===== src/rtl/shift_right_arithmetic_8bit.sv =====
// Registered 8-bit arithmetic right shifter (ALU SRA path).
// Three-stage log shifter feeding a result/flag register with one-cycle latency.
module shift_right_arithmetic_8bit (
    input  logic       clk,
    input  logic       reset,
    input  logic       in_valid,
    input  logic [7:0] A,
    input  logic [2:0] Shamt,
    output logic [7:0] Y,
    output logic       C,
    output logic       Z,
    output logic       N,
    output logic       out_valid
);

    // Handshake: in_valid=1 at a rising edge captures A/Shamt; out_valid=1 for the
    // following cycle marks Y/C/Z/N as that input's result. No backpressure exists,
    // so a new operation can be accepted on every edge.

    logic       sign;
    logic [7:0] s1, s2, s3;
    logic       c1, c2, c3;

    // Each stage fills from the original sign bit. The carry is the last bit shifted
    // out, so a later active stage overrides the carry of an earlier one.
    always_comb begin
        sign = A[7];

        s1 = A;
        c1 = 1'b0;
        if (Shamt[0]) begin
            s1 = {sign, A[7:1]};
            c1 = A[0];
        end

        s2 = s1;
        c2 = c1;
        if (Shamt[1]) begin
            s2 = {{2{sign}}, s1[7:2]};
            c2 = s1[1];
        end

        s3 = s2;
        c3 = c2;
        if (Shamt[2]) begin
            s3 = {{4{sign}}, s2[7:4]};
            c3 = s2[3];
        end
    end

    always_ff @(posedge clk) begin
        if (reset) begin
            Y         <= 8'h00;
            C         <= 1'b0;
            Z         <= 1'b0;
            N         <= 1'b0;
            out_valid <= 1'b0;
        end else begin
            out_valid <= in_valid;
            if (in_valid) begin
                Y <= s3;
                C <= c3;
                Z <= (s3 == 8'h00);
                N <= s3[7];
            end
        end
    end

endmodule


===== config.mk =====
export PLATFORM = sky130hd
export DESIGN_NAME = shift_right_arithmetic_8bit
export DESIGN_NICKNAME = d
export VERILOG_FILES = /design/src/rtl/shift_right_arithmetic_8bit.sv
export SDC_FILE = /design/constraint.sdc
export NUM_CORES = 1
export LEC_CHECK = 0
export BUFFER_PORTS_ARGS = -buffer_cell sky130_fd_sc_hd__buf_2
export CAP_MARGIN = 20
export CORE_MARGIN = 10
export CORE_UTILIZATION = 25
export CTS_CLUSTER_SIZE = 10
export DETAILED_ROUTE_END_ITERATION = 12
export PLACE_DENSITY = 0.48
export SETUP_SLACK_MARGIN = 0.05
export SYNTH_ARGS = -nofsm -noshare
export SYNTH_HDL_FRONTEND = slang
export SYNTH_SLANG_ARGS = --single-unit

===== constraint.sdc =====
create_clock -name clk -period 1.7 [get_ports clk]
set_input_delay 0.17 -clock clk [delete_from_list [all_inputs] [get_ports clk]]
set_output_delay 0.17 -clock clk [all_outputs]
set_load 0.02 [all_outputs]

==> results by stage <==
Worst setup path:
- STA classifies the critical path endpoint as a register.
- The critical path start-end classification is in -> reg.
- Along the worst path, the maximum fanout reaches 14.
- The worst register-to-register path has a setup slack of 1.05 ns.
- At the worst endpoint, the arrival time is 1.50 ns.
- The worst reg2reg path depth is 2.
- Tracing the worst setup path back leads to its startpoint at Shamt[1].
- The worst register-to-register path ends at Y[1].
- The worst setup path is launched from an input pin.
- In this run the critical register-to-register path is launched from Y[1].
- For the worst setup path, the data required time is 1.88 ns.

Clock tree:
- The clock latency reported for the late side of the worst-skew pair is 0.26 ns.
- Once the clock tree was built, the resizer swapped 0 gates to a different size.
- The number of clock buffers inserted by TritonCTS is 3.
- CTS placed an instance of sky130_fd_sc_hd__clkbuf_4 at the clock tree root.
- The count of hold buffers inserted by post-cts repair is 0.
- The number of setup buffers added after CTS is 0.
- The sink count of the clock tree is 11.
- The clock-pin slew on the worst setup and hold paths is 0.07 ns.
- CTS built an H-tree with a depth of 1.
- TritonCTS built the clock tree.
- Counting along the longest clock path gives a buffer depth of 2.

Detailed routing:
- The routed length per placed instance is 13.0 µm.
- The count of nets left with antenna violations after detail routing is 0.
- Before antenna repair, the detailed router went through 4 iterations.
- After detailed routing, the number of vias per cell comes to 4.57.
- After the first detailed-routing iteration, the DRC count stood at 12.
- The routed design has 2020 µm of wire.
- The DRC violation count after routing is 0.
- The number of vias after detailed routing is 709.

Timing:
- The final-report max-slew violation count is 0.
- The post-route setup TNS is 0 ns.
- Setup repair after global routing left no endpoint under its margin.
- Static timing analysis puts the maximum clock frequency at 758 MHz.
- The number of failing hold endpoints at the final stage is 0.
- The worst hold slack across all endpoints is 0.226 ns.
- The final cycle utilization of the critical path is 77.6%.
- Headroom to the max-slew limit came out at 76.2%.
- The final critical path time including I/O delays and setup is 1.32 ns.
- On the final layout, the worst clock skew is 0 ns.
- At the pin with the least slew margin, the transition time is 0.358 ns.
- Setup violations remaining at the end of the flow were counted as 0.

Power and ir drop:
- Across the VDD grid, the largest voltage drop is 326 µV.
- The cell leakage power is 0.403 nW.
- Dividing total power by cell area gives a power density of 699 mW/mm².

Synth:
- The average size of a mapped cell is 8.66 µm².
- The share of Yosys cell area claimed by the top area cell type is 28.3%.
- The share of async-settable or async-resettable flops after synthesis is 0%.
- After synthesis, the largest family of logic cells by area is compound AO/OA/AOI/OAI gates.
- The largest area contributor in the netlist is sky130_fd_sc_hd__dfxtp_1.
- The adder and majority gate portion of the synthesized area is 0%.
- Of the total synthesized cell area, the portion taken by XOR and XNOR cells is 0%.
- In the synthesized netlist the dominant register cell turns out to be sky130_fd_sc_hd__dfxtp_1.
- The mux share of post-synthesis cell area is 20.2%.
- The count of flip-flops with a built-in enable after synthesis is 0.
- The fraction of the mapped netlist area in compound gates is 22.3%.
- By area the synthesized netlist is led by sky130_fd_sc_hd__dfxtp_1 (28%), sky130_fd_sc_hd__mux2i_1 (7.7%), sky130_fd_sc_hd__a21oi_1 (6.4%).
- The number of cells produced by synthesis is 90.
- The synthesized net count is 104.
- The proportion of synthesized chip area in sequential cells is 28.3%.
- Synthesis inferred 11 register bits.
- Yosys printed 0 warnings.
- The post-synthesis simple-gate area fraction is 21.5%.
- The post-synth design cell area is 779 µm².
- The netlist uses 30 different library cells.

Cells and area:
- The post-synthesis to final-layout area growth is 20.2%.
- The diode insertion count for antenna repair is 0.
- The number of nets in the layout is 126.
- The ratio of cells with drive above 1 in the final layout is 32.4%.

GRT:
- Entering global routing, the biggest net connects 19 pins.
- The first global-routing pass estimated 3100 µm of wire.
- The global routing met1 resource utilization is 7.02%.
- The global routing usage summed across all routing layers is 6.85%.
- In this run the most used layer during global routing was met2.
- The via count of the first global-routing pass was 668.
- The initial antenna violation count is 0.
- The met3 global-route usage is 2.86%.
- The overflow left after global routing is 0.
- Global routing consumed, on the met2 layer, 13.0% of the routing resources.

Status:
- The flow ran to the end, and the final reports show no timing, DRC or antenna violations.

Floorplan:
- The starting density of the core is 25.7%.
- The full die area is 0.00575 mm².
- After floorplanning, the core was sized to cover 0.00303 mm².
- The width of the die is 75.8 µm.
- The top-level I/O count is 26.
- The die span in y is 75.8 µm.
- The row count is 20.

Min path:
- The worst hold path begins at reset.
- The terminating pin of the worst hold path is Z.
- The worst hold path belongs to the class in -> reg.
- The number of cells on the worst hold path is 2.

Placed design:
- The weighted congestion reported at the end of routability-driven placement is 0.794.
- After legalization and detailed placement, the total HPWL measured 1610 µm.
- Buffers placed on the I/O ports in this run total 25.

Flow run:
- The total of max-cap violations is 0.
[how the worst max path moves through the flow]
stage | end | slack [ns] | depth (start not counted)
after global placement | Z | 0.14 | 6
final | Z | 0.38 | 6
after floorplan | Z | 0.44 | 6
after CTS | Z | 0.39 | 6
after global routing | Z | 0.34 | 6
after detailed placement | Z | 0.12 | 6
[layout make-up]
class | count | area (µm²)
clock buffers | 4 | 26.3
repair buffers | 25 | 125
multi-input cells | 68 | 499
flip-flops and latches | 11 | 220
well taps | 44 | 55.1
fillers | 337 | 2090
inverters | 3 | 11.3
[power by group]
| part | switching, mW | total [mW] | internal, mW |
|---|---|---|---|
| Combinational | 0.115 | 0.196 | 0.0810 |
| Clock | 0.0860 | 0.177 | 0.0907 |
| Sequential | 0.00748 | 0.282 | 0.275 |
| Total | 0.209 | 0.655 | 0.447 |
[placed cells by master, fill, tap and decap left out, types with 2 or more instances in the layout]
cell,instances
sky130_fd_sc_hd__dfxtp_1,11
sky130_fd_sc_hd__nand2b_1,5
sky130_fd_sc_hd__mux2_2,3
sky130_fd_sc_hd__nor2_4,2
sky130_fd_sc_hd__nor2b_1,7
sky130_fd_sc_hd__o21ai_0,3
sky130_fd_sc_hd__nor2_1,11
sky130_fd_sc_hd__a211oi_1,4
sky130_fd_sc_hd__buf_2,25
sky130_fd_sc_hd__inv_1,3
sky130_fd_sc_hd__o22ai_1,3
sky130_fd_sc_hd__mux2i_1,6
sky130_fd_sc_hd__a21oi_1,10
sky130_fd_sc_hd__clkbuf_4,3
[cell usage after synthesis, types with 2 or more instances]
library cell                n
sky130_fd_sc_hd__dfxtp_1   11
sky130_fd_sc_hd__nor2_1    11
sky130_fd_sc_hd__a21oi_1   10
sky130_fd_sc_hd__nor2b_1    7
sky130_fd_sc_hd__mux2i_1    6
sky130_fd_sc_hd__nand2b_1   5
sky130_fd_sc_hd__a211oi_1   4
sky130_fd_sc_hd__buf_4      3
sky130_fd_sc_hd__clkbuf_1   3
sky130_fd_sc_hd__inv_1      3
sky130_fd_sc_hd__mux2_2     3
sky130_fd_sc_hd__o21ai_0    3
sky130_fd_sc_hd__o22ai_1    3
sky130_fd_sc_hd__nor2_4     2
[cell families after synthesis]
logic type | Yosys count
compound gates | 26
buf+inv | 11
simple gates | 30
mux | 12
flops | 11
[sequential cells by signal, indices dropped and copies added, names as in the netlist]
register	cells
C	1
Z	1
Y	8
out_valid	1
[metrics by stage]
stage	utilization, %	cell area, µm²	worst slack, ns	std cells	power (mW)
2_1_floorplan	-	779	0.441	90	0.430
3_3_place_gp	30.1	911	0.142	151	0.485
3_5_place_dp	30.1	911	0.117	151	0.487
4_1_cts	31.0	937	0.393	155	0.665
5_1_grt	31.0	937	0.338	155	0.696
6_report	31.0	937	0.381	155	0.655
[metal layers]
metal	routed length, µm	part of all wire, %
met5	0	0
met4	0	0
met3	108	5.3
met2	1100	54
met1	818	40
[worst max-delay path: stages]
cell and delay [ns]:
sky130_fd_sc_hd__buf_2 0.26, sky130_fd_sc_hd__mux2_4 0.35, sky130_fd_sc_hd__nor2_4 0.08, sky130_fd_sc_hd__a21oi_1 0.04, sky130_fd_sc_hd__o32a_1 0.36, sky130_fd_sc_hd__o32ai_2 0.23
Power figures use the tool's default switching activity.
